`config.mk`:
```
export PLATFORM = sky130hd
export DESIGN_NAME = haui_gpio_bank
export DESIGN_NICKNAME = d
export VERILOG_FILES = /design/src/rtl/haui_gpio_bank.sv
export SDC_FILE = /design/constraint.sdc
export NUM_CORES = 1
export LEC_CHECK = 0
export ABC_AREA = 1
export BUFFER_PORTS_ARGS = -buffer_cell sky130_fd_sc_hd__buf_2
export CORE_MARGIN = 2
export CORE_UTILIZATION = 55
export CTS_CLUSTER_DIAMETER = 50
export CTS_CLUSTER_SIZE = 30
export DETAILED_ROUTE_END_ITERATION = 8
export PLACE_DENSITY = 0.88
export SYNTH_ARGS = -nofsm -noshare
export SYNTH_HDL_FRONTEND = slang
export SYNTH_SLANG_ARGS = --single-unit
```
`constraint.sdc`:
```
create_clock -name wb_clk_i -period 6.2 [get_ports wb_clk_i]
set_clock_uncertainty 0.2 [all_clocks]
set_input_delay 0.62 -clock wb_clk_i [delete_from_list [all_inputs] [get_ports wb_clk_i]]
set_output_delay 0.62 -clock wb_clk_i [all_outputs]
set_load 0.01 [all_outputs]
```
`src/rtl/haui_gpio_bank.sv`:
```
// haui_gpio_bank: Wishbone classic slave GPIO bank with synchronised pad
// inputs, per-pin polarity-selectable edge detection, sticky W1C status
// flags, a saturating edge-event counter and registered level interrupts.
module haui_gpio_bank #(
    parameter int          NUM_IO      = 16,
    parameter int          NUM_IRQ     = 3,
    parameter int          SYNC_STAGES = 2,
    parameter logic [31:0] BASE_ADDR   = 32'h3000_0000
) (
    input  logic               wb_clk_i,
    input  logic               wb_rst_i,
    input  logic               wbs_cyc_i,
    input  logic               wbs_stb_i,
    input  logic               wbs_we_i,
    input  logic [31:0]        wbs_adr_i,
    input  logic [3:0]         wbs_sel_i,
    input  logic [31:0]        wbs_dat_i,
    output logic               wbs_ack_o,
    output logic [31:0]        wbs_dat_o,
    input  logic [NUM_IO-1:0]  io_in,
    output logic [NUM_IO-1:0]  io_out,
    output logic [NUM_IO-1:0]  io_oeb,
    output logic [NUM_IRQ-1:0] irq
);

    localparam logic [5:0] IDX_OUT  = 6'h00;
    localparam logic [5:0] IDX_OEB  = 6'h01;
    localparam logic [5:0] IDX_IN   = 6'h02;
    localparam logic [5:0] IDX_IE   = 6'h03;
    localparam logic [5:0] IDX_POL  = 6'h04;
    localparam logic [5:0] IDX_STAT = 6'h05;
    localparam logic [5:0] IDX_CNT  = 6'h06;

    localparam logic [NUM_IO-1:0] ALL_ONES  = '1;
    localparam logic [2:0]        SUPP_INIT = 3'(SYNC_STAGES + 1);

    // Bus decode
    logic              hit;
    logic              accept;
    logic              wr_en;
    logic [5:0]        reg_idx;
    logic [NUM_IO-1:0] wmask;
    logic [NUM_IO-1:0] wdata;
    logic [31:0]       rd_data;

    // Architectural state
    logic              ack_q, ack_d;
    logic [31:0]       dat_q, dat_d;
    logic [NUM_IO-1:0] out_q, out_d;
    logic [NUM_IO-1:0] oeb_q, oeb_d;
    logic [NUM_IO-1:0] ie_q, ie_d;
    logic [NUM_IO-1:0] pol_q, pol_d;
    logic [NUM_IO-1:0] stat_q, stat_d;
    logic [15:0]       cnt_q, cnt_d;
    logic [NUM_IRQ-1:0] irq_q, irq_d;

    // Input path
    logic [NUM_IO-1:0] sync_q [SYNC_STAGES];
    logic [NUM_IO-1:0] sync_d [SYNC_STAGES];
    logic [NUM_IO-1:0] prev_q, prev_d;
    logic [2:0]        supp_q, supp_d;
    logic [NUM_IO-1:0] sync_in;
    logic [NUM_IO-1:0] edge_evt;
    logic [5:0]        edge_cnt;

    // Write side helpers
    logic [NUM_IO-1:0] stat_clr;
    logic              cnt_clr;
    logic [16:0]       cnt_sum;

    // Address bits [1:0] and the bus lanes above NUM_IO are deliberately ignored
    logic unused_ok;
    assign unused_ok = ^{wbs_adr_i[1:0], wbs_sel_i, wbs_dat_i};

    assign hit     = wbs_cyc_i & wbs_stb_i & (wbs_adr_i[31:8] == BASE_ADDR[31:8]);
    assign reg_idx = wbs_adr_i[7:2];
    assign accept  = hit & ~ack_q;
    assign wr_en   = accept & wbs_we_i;
    assign wdata   = wbs_dat_i[NUM_IO-1:0];
    assign sync_in = sync_q[SYNC_STAGES-1];

    // Expand byte-lane selects into a per-pin write mask
    always_comb begin
        wmask = '0;
        for (int i = 0; i < NUM_IO; i++) begin
            wmask[i] = wbs_sel_i[2'(i / 8)];
        end
    end

    // Synchroniser chain, previous-sample flop and post-reset edge suppression
    always_comb begin
        sync_d[0] = io_in;
        for (int s = 1; s < SYNC_STAGES; s++) begin
            sync_d[s] = sync_q[s-1];
        end
        prev_d = sync_in;
        supp_d = (supp_q == 3'd0) ? 3'd0 : supp_q - 3'd1;
    end

    // Polarity-selected edge detection and count of edges this cycle
    always_comb begin
        edge_evt = '0;
        if (supp_q == 3'd0) begin
            edge_evt = (pol_q & sync_in & ~prev_q) | (~pol_q & ~sync_in & prev_q);
        end
        edge_cnt = '0;
        for (int i = 0; i < NUM_IO; i++) begin
            edge_cnt = edge_cnt + {5'd0, edge_evt[i]};
        end
    end

    // Register writes, sticky status with set-over-clear, saturating counter
    always_comb begin
        out_d    = out_q;
        oeb_d    = oeb_q;
        ie_d     = ie_q;
        pol_d    = pol_q;
        stat_clr = '0;
        cnt_clr  = 1'b0;
        if (wr_en) begin
            case (reg_idx)
                IDX_OUT:  out_d    = (out_q & ~wmask) | (wdata & wmask);
                IDX_OEB:  oeb_d    = (oeb_q & ~wmask) | (wdata & wmask);
                IDX_IE:   ie_d     = (ie_q  & ~wmask) | (wdata & wmask);
                IDX_POL:  pol_d    = (pol_q & ~wmask) | (wdata & wmask);
                IDX_STAT: stat_clr = wdata & wmask;
                IDX_CNT:  cnt_clr  = |wbs_sel_i;
                default:  ;
            endcase
        end
        stat_d  = (stat_q & ~stat_clr) | edge_evt;
        cnt_sum = {1'b0, cnt_q} + {11'd0, edge_cnt};
        cnt_d   = cnt_sum[16] ? 16'hFFFF : cnt_sum[15:0];
        if (cnt_clr) begin
            cnt_d = '0;
        end
    end

    // Read mux; data is registered alongside ack and is zero otherwise
    always_comb begin
        rd_data = '0;
        case (reg_idx)
            IDX_OUT:  rd_data = 32'(out_q);
            IDX_OEB:  rd_data = 32'(oeb_q);
            IDX_IN:   rd_data = 32'(sync_in);
            IDX_IE:   rd_data = 32'(ie_q);
            IDX_POL:  rd_data = 32'(pol_q);
            IDX_STAT: rd_data = 32'(stat_q);
            IDX_CNT:  rd_data = 32'(cnt_q) & 32'(ALL_ONES);
            default:  rd_data = '0;
        endcase
        ack_d = accept;
        dat_d = accept ? rd_data : 32'd0;
    end

    // Interrupt k collects enabled status of pins i with i mod NUM_IRQ == k
    always_comb begin
        irq_d = '0;
        for (int k = 0; k < NUM_IRQ; k++) begin
            for (int i = 0; i < NUM_IO; i++) begin
                if ((i % NUM_IRQ) == k) begin
                    irq_d[k] = irq_d[k] | (stat_q[i] & ie_q[i]);
                end
            end
        end
    end

    // State registers with synchronous reset; reset also aborts any bus cycle
    always_ff @(posedge wb_clk_i) begin
        if (wb_rst_i) begin
            for (int s = 0; s < SYNC_STAGES; s++) begin
                sync_q[s] <= '0;
            end
            prev_q <= '0;
            supp_q <= SUPP_INIT;
            ack_q  <= 1'b0;
            dat_q  <= '0;
            out_q  <= '0;
            oeb_q  <= ALL_ONES;
            ie_q   <= '0;
            pol_q  <= ALL_ONES;
            stat_q <= '0;
            cnt_q  <= '0;
            irq_q  <= '0;
        end else begin
            for (int s = 0; s < SYNC_STAGES; s++) begin
                sync_q[s] <= sync_d[s];
            end
            prev_q <= prev_d;
            supp_q <= supp_d;
            ack_q  <= ack_d;
            dat_q  <= dat_d;
            out_q  <= out_d;
            oeb_q  <= oeb_d;
            ie_q   <= ie_d;
            pol_q  <= pol_d;
            stat_q <= stat_d;
            cnt_q  <= cnt_d;
            irq_q  <= irq_d;
        end
    end

    assign wbs_ack_o = ack_q;
    assign wbs_dat_o = dat_q;
    assign io_out    = out_q;
    assign io_oeb    = oeb_q;
    assign irq       = irq_q;

endmodule
```
## After elaboration in Yosys (flattened, before gate mapping)

Memories as Yosys holds them, arrays and structs flattened.
Index checks and enable logic that the tools add are counted.

| word-level totals | value |
|---|---|
| memories | 1 |
| memory bits (writable) | 32 |
| register bits | 151 |
| output and inout port bits | 68 |
| logic and storage cells | 118 |
| input port bits | 89 |

Memories:

| name | words | width | read ports | clocked after Yosys merged registers in | write ports | RTL line | source |
|---|---|---|---|---|---|---|---|
| sync_q | 2 | 16 | 2 | 0 | 2 | 58 | `logic [NUM_IO-1:0] sync_q [SYNC_STAGES];` |

| operators by class | value |
|---|---|
| $add $sub $neg | 17 |
| bitwise logic cells | 58 |
| equal/unequal tests | 7 |
| reduce and logical (&&, ||, !) cells | 10 |
| multiplexer cells | 13 |

Operators by type and width:

| cell | count |
|---|---|
| $and 16x16->16 | 10 |
| $pmux 16 s7 | 1 |
| $mux 16 | 6 |
| $or 16x16->16 | 6 |
| $not 16->16 | 5 |
| $add 6x1->6 | 10 |
| $eq 24x22->1 const B | 1 |
| $and 1x1->1 | 20 |
| $eq 6x3->1 const B | 3 |
| $add 16x6->17 | 1 |
| $or 1x1->1 | 15 |
| $eq 6x2->1 const B | 2 |
| $reduce_and 2->1 | 4 |
| $add 5x1->6 | 1 |
| $eq 6x1->1 const B | 1 |
| $logic_not 6->1 | 1 |
| $reduce_or 2->1 | 3 |
| $add 4x1->5 | 1 |
| $mux 1 | 5 |
| $add 3x1->4 | 1 |
| $reduce_or 4->1 | 1 |
| $add 2x1->3 | 1 |
| $logic_not 3->1 | 1 |
| $sub 3x1->3 const B | 1 |
| other kinds (3) | 4 |

## Logic depth before layout (Yosys ltp)

An unclocked memory read counts as a cell.

| logic depth | value |
|---|---|
| word-level depth | 23 |
| gate-level depth with buffers | 23 |
| gate-level depth less buffers | 22 |

## Worst setup path after synthesis

Ideal clock, no wire load.

| timing path | value |
|---|---|
| path type | register to register |
| start point | register supp_q[1] |
| end point | register cnt_q[9] |
| clock period less this slack | 5.101 ns |
| cell stages (with the launch flop) | 21 |
| arrival time | 4.788 ns |
| path buffers | 1 |
| setup time | 0.114 ns |
| setup slack | 1.099 ns |
| cell sequence | dfxtp_1 > nor2_1 > nand2_1 > buf_2 > nor3_1 > fa_1 > inv_1 > fa_1 > fa_1 > inv_1 > fa_1 > fa_1 > fa_1 > nand2_1 > nand2_1 > o21ai_0 > o21ai_0 > nand2_1 > inv_1 > a21oi_1 > nor2_1 |

| on the way | value |
|---|---|
| longest elaborated chain between the ends | 19 |

RTL lines:

| item | RTL line | source |
|---|---|---|
| from (decl) | 61 | `logic [2:0] supp_q, supp_d;` |
| from (signal assigned) | 190 | `supp_q <= supp_d;` |
| $logic_not 3->1 * | 103 | `if (supp_q == 3'd0) begin` |
| $mux 16 * | 103 |  |
| $add 1x1->2 | 108 | `edge_cnt = edge_cnt + {5'd0, edge_evt[i]};` |
| $add 2x1->3 | 108 |  |
| $add 3x1->4 | 108 |  |
| $add 4x1->5 | 108 |  |
| $add 5x1->6 | 108 |  |
| $add 6x1->6 (9 in a row) | 108 |  |
| $add 6x1->6 * | 108 |  |
| $add 16x6->17 * | 132 | `cnt_sum = {1'b0, cnt_q} + {11'd0, edge_cnt};` |
| $mux 16 * | 133 | `cnt_d = cnt_sum[16] ? 16'hFFFF : cnt_sum[15:0];` |
| to (signal assigned) | 198 | `cnt_q <= cnt_d;` |
| to (decl) | 54 | `logic [15:0] cnt_q, cnt_d;` |

Every way passes the cells marked *; elsewhere a longest branch is shown, timed or not.
A chain may end at the register's enable or synchronous reset.

## Worst setup path in the final report

Same ends and word-level chain as after synthesis.

==> impl_metrics.yaml <==
outcome:
  status: "complete, no violations"
sta:
  fmax_ghz: 0.181
  finalMaxSlewViolations: 0
  setup_tns_ns: 0
  tightest_slew_ns: 1.10
  period_minus_slack_ns: 5.52
  hold_viol_final: 0
  rsz0062_at_grt: "false"
  setup_violations: 0
  slew_headroom: 0.267
  finalCritPeriodShare: 0.890
setup_path:
  path_cells: "nor2_1 -> nand2_1 -> buf_4 -> nor3_1 -> fa_1 -> inv_1 -> fa_1 -> fa_1 -> inv_1 -> fa_1 -> fa_1 -> fa_1 -> nand2_1 -> nand2_1 -> o21ai_0 -> o21ai_0 -> nand2_1 -> inv_1 -> a21oi_1 -> nor2_1"
  rr_startpoint: "supp_q[1]"
  cp.arrival_ns: 5.62
  cp_num_buf_inv: 4
  worst_path_most_repeated_cell: "fa_1"
  cp-start-kind: "flop"
  path_class: "flop to flop"
  worstPathMaxFanout: 17
  critPathSlowestCell: "fa_1"
  critPathLaunch: "supp_q[1]"
  crit_path_end_kind: "flop"
  critical-path-top-delay-family: "adder cells"
  cp_data_required_time_ns: 6.31
  slowest_delay_ns: 0.56
routing:
  postRouteAntennaNets: 0
  routed_via_density: 5.56
  wirelength_um: 22300
  wire_per_inst_um: 16.1
  via_count: 7705
  drtIter0Drc: 1078
  drc: 0
  dr.pass1.iters: 9
layout:
  drive_gt1_frac: 0.150
  synthToLayoutAreaGrowth_pct: 15.1
  final_area_um2: 9060
  antenna_cells: 0
  instances_no_fill: 1386
  n_fill_cell: 1168
  nets: 1304
logic_synthesis:
  yosysSeqAreaShare: 0.425
  synthTopCellsByArea: "dfxtp_1, nand2_1, inv_1, nor2_1, a21oi_1"
  yosys.area.top_type_share: 0.425
  postSynthCellCount: 1090
  synth_top_area_cell: "dfxtp_1"
  ys_ff_latch: 167
  syn-cell-area_um2: 7870
  synth_cell_types: 43
  syn_avg_cell_area_um2: 7.22
  yosys_warnings: 0
floorplan:
  die_y_um: 124
  core_area_um2: 13900
  die_w_um: 124
  die_area_um2: 15300
  num_rows: 43
  ios: 157
  start_util: 0.565
grt:
  grt_pass1_wl_um: 34400
  overflow: 0
  grt_max_degree: 104
  grt_util_all_layers: 0.298
  antenna_found_initial: 0
  grt_pass1_vias: 6861
placed_design:
  gp_congestion: 0.945
  postPlaceCellArea_um2: 8470
  dpl.hpwl_um: 15600
  dp_cells: 1356
  io_buffers: 122
worst_hold_path:
  min_from: "io_in[6]"
  holdCritPathClass: "primary input to flop"
power_and_ir_drop:
  vdd_drop_max_uv: 194
  p_leak_nw: 4.28
  power_mw: 2.31
  power_density_nw_per_um2: 255
cts:
  clock_latency_ns: 0.43
  clk_pin_slew_ns: 0.06
  h-tree-depth: 4
  ctsRootBufferMaster: "clkbuf_16"
  cts.path.max_buffers: 2
  cts_hold_buf: 0
  ctsResizeCount: 0
  clock-sinks: 167
  cts_made_buffers: 17
  cts_setup_buffers: 0
  tritoncts: "built"
job:
  cap_viol_max_count: 0
cell families after synthesis:
kind of cell | after synthesis | share of synthesized area
simple gates | 525 | 0.294
other cells | 1 | 0.000476
flops | 167 | 0.425
buf+inv | 226 | 0.123
xor+xnor | 9 | 0.0100
fa+ha+maj | 20 | 0.0432
compound gates | 142 | 0.105
layout make-up:
type / instances / area (um2) / share of cell area
clock inverter: 9 / 125 / 0.0138
inverter: 171 / 642 / 0.0708
timing repair buffer: 126 / 641 / 0.0707
sequential: 167 / 3340 / 0.369
clock buffer: 21 / 470 / 0.0519
tap: 180 / 225 / 0.0248
multi-input combinational: 712 / 3620 / 0.399
metal layers:
metal,track usage,wire length (um),vias up
met5,0,0,-
met4,0.149,882,0
met3,0.0788,3060,95
met2,0.454,9590,609
met1,0.391,8770,3380
li1,-,-,3621
placed cells by master (no fill, tap or decap), types with 5 or more instances in the layout:
cell type,instances
a21oi_1,65
a31oi_1,5
buf_2,122
clkbuf_16,17
conb_1,16
dfxtp_1,167
fa_1,12
ha_1,8
inv_1,163
inv_2,6
nand2_1,265
nand2_2,5
nand3_1,48
nand4_1,42
nor2_1,130
nor3_1,17
o211ai_1,6
o21ai_0,30
o21bai_1,16
o22ai_1,7
xor2_1,6
path summary, 6_finish.rpt:
path,end,slack [ns],depth (start not counted)
worst min register to register,sync_q[0][27],0.20,2
worst max register to register,cnt_q[9],0.68,20
worst max-delay path,cnt_q[9],0.68,20
worst min-delay path,sync_q[0][6],0.18,3
stage by stage:
step | setup slack (ns) | utilization | hold WS (ns)
3_5_place_dp | 0.744 | 0.608 | 0.193
2_1_floorplan | 1.10 | - | 0.188
5_1_grt | 0.400 | 0.650 | 0.182
4_1_cts | 0.716 | 0.650 | 0.174
3_3_place_gp | 0.835 | 0.608 | 0.190
6_report | 0.685 | 0.650 | 0.182
synth_stat cells (all sizes together):
cell type,n
ha,8
nor3,17
inv,169
nand3b,1
o21bai,16
buf,34
a21oi,65
nand2,271
o22ai,7
nor4,1
o221ai,2
conb,1
xnor2,3
clkinv,2
a22oi,4
nor2,136
nor3b,1
a31oi,5
o21ai,34
dfxtp,167
a221oi,3
xor2,6
and3,1
o211ai,6
nand4,44
nand3,52
fa,12
or3,1
clkbuf,21
worst reg2reg max path: cells and delay by family, from the launching register on:
family | cells | cell delay (ns)
adders and majority gates | 6 | 2.89
and+or+nand+nor | 7 | 0.90
AOI/OAI and AO/OA | 3 | 0.61
buffers and inverters | 4 | 0.48
DFF | 1 | 0.31
where the power goes:
part / internal (mW) / switching, mW
Combinational: 0.0451 / 0.0901
Sequential: 1.09 / 0.00898
Clock: 0.657 / 0.417
No activity file was read; power rests on OpenSTA's default activity.
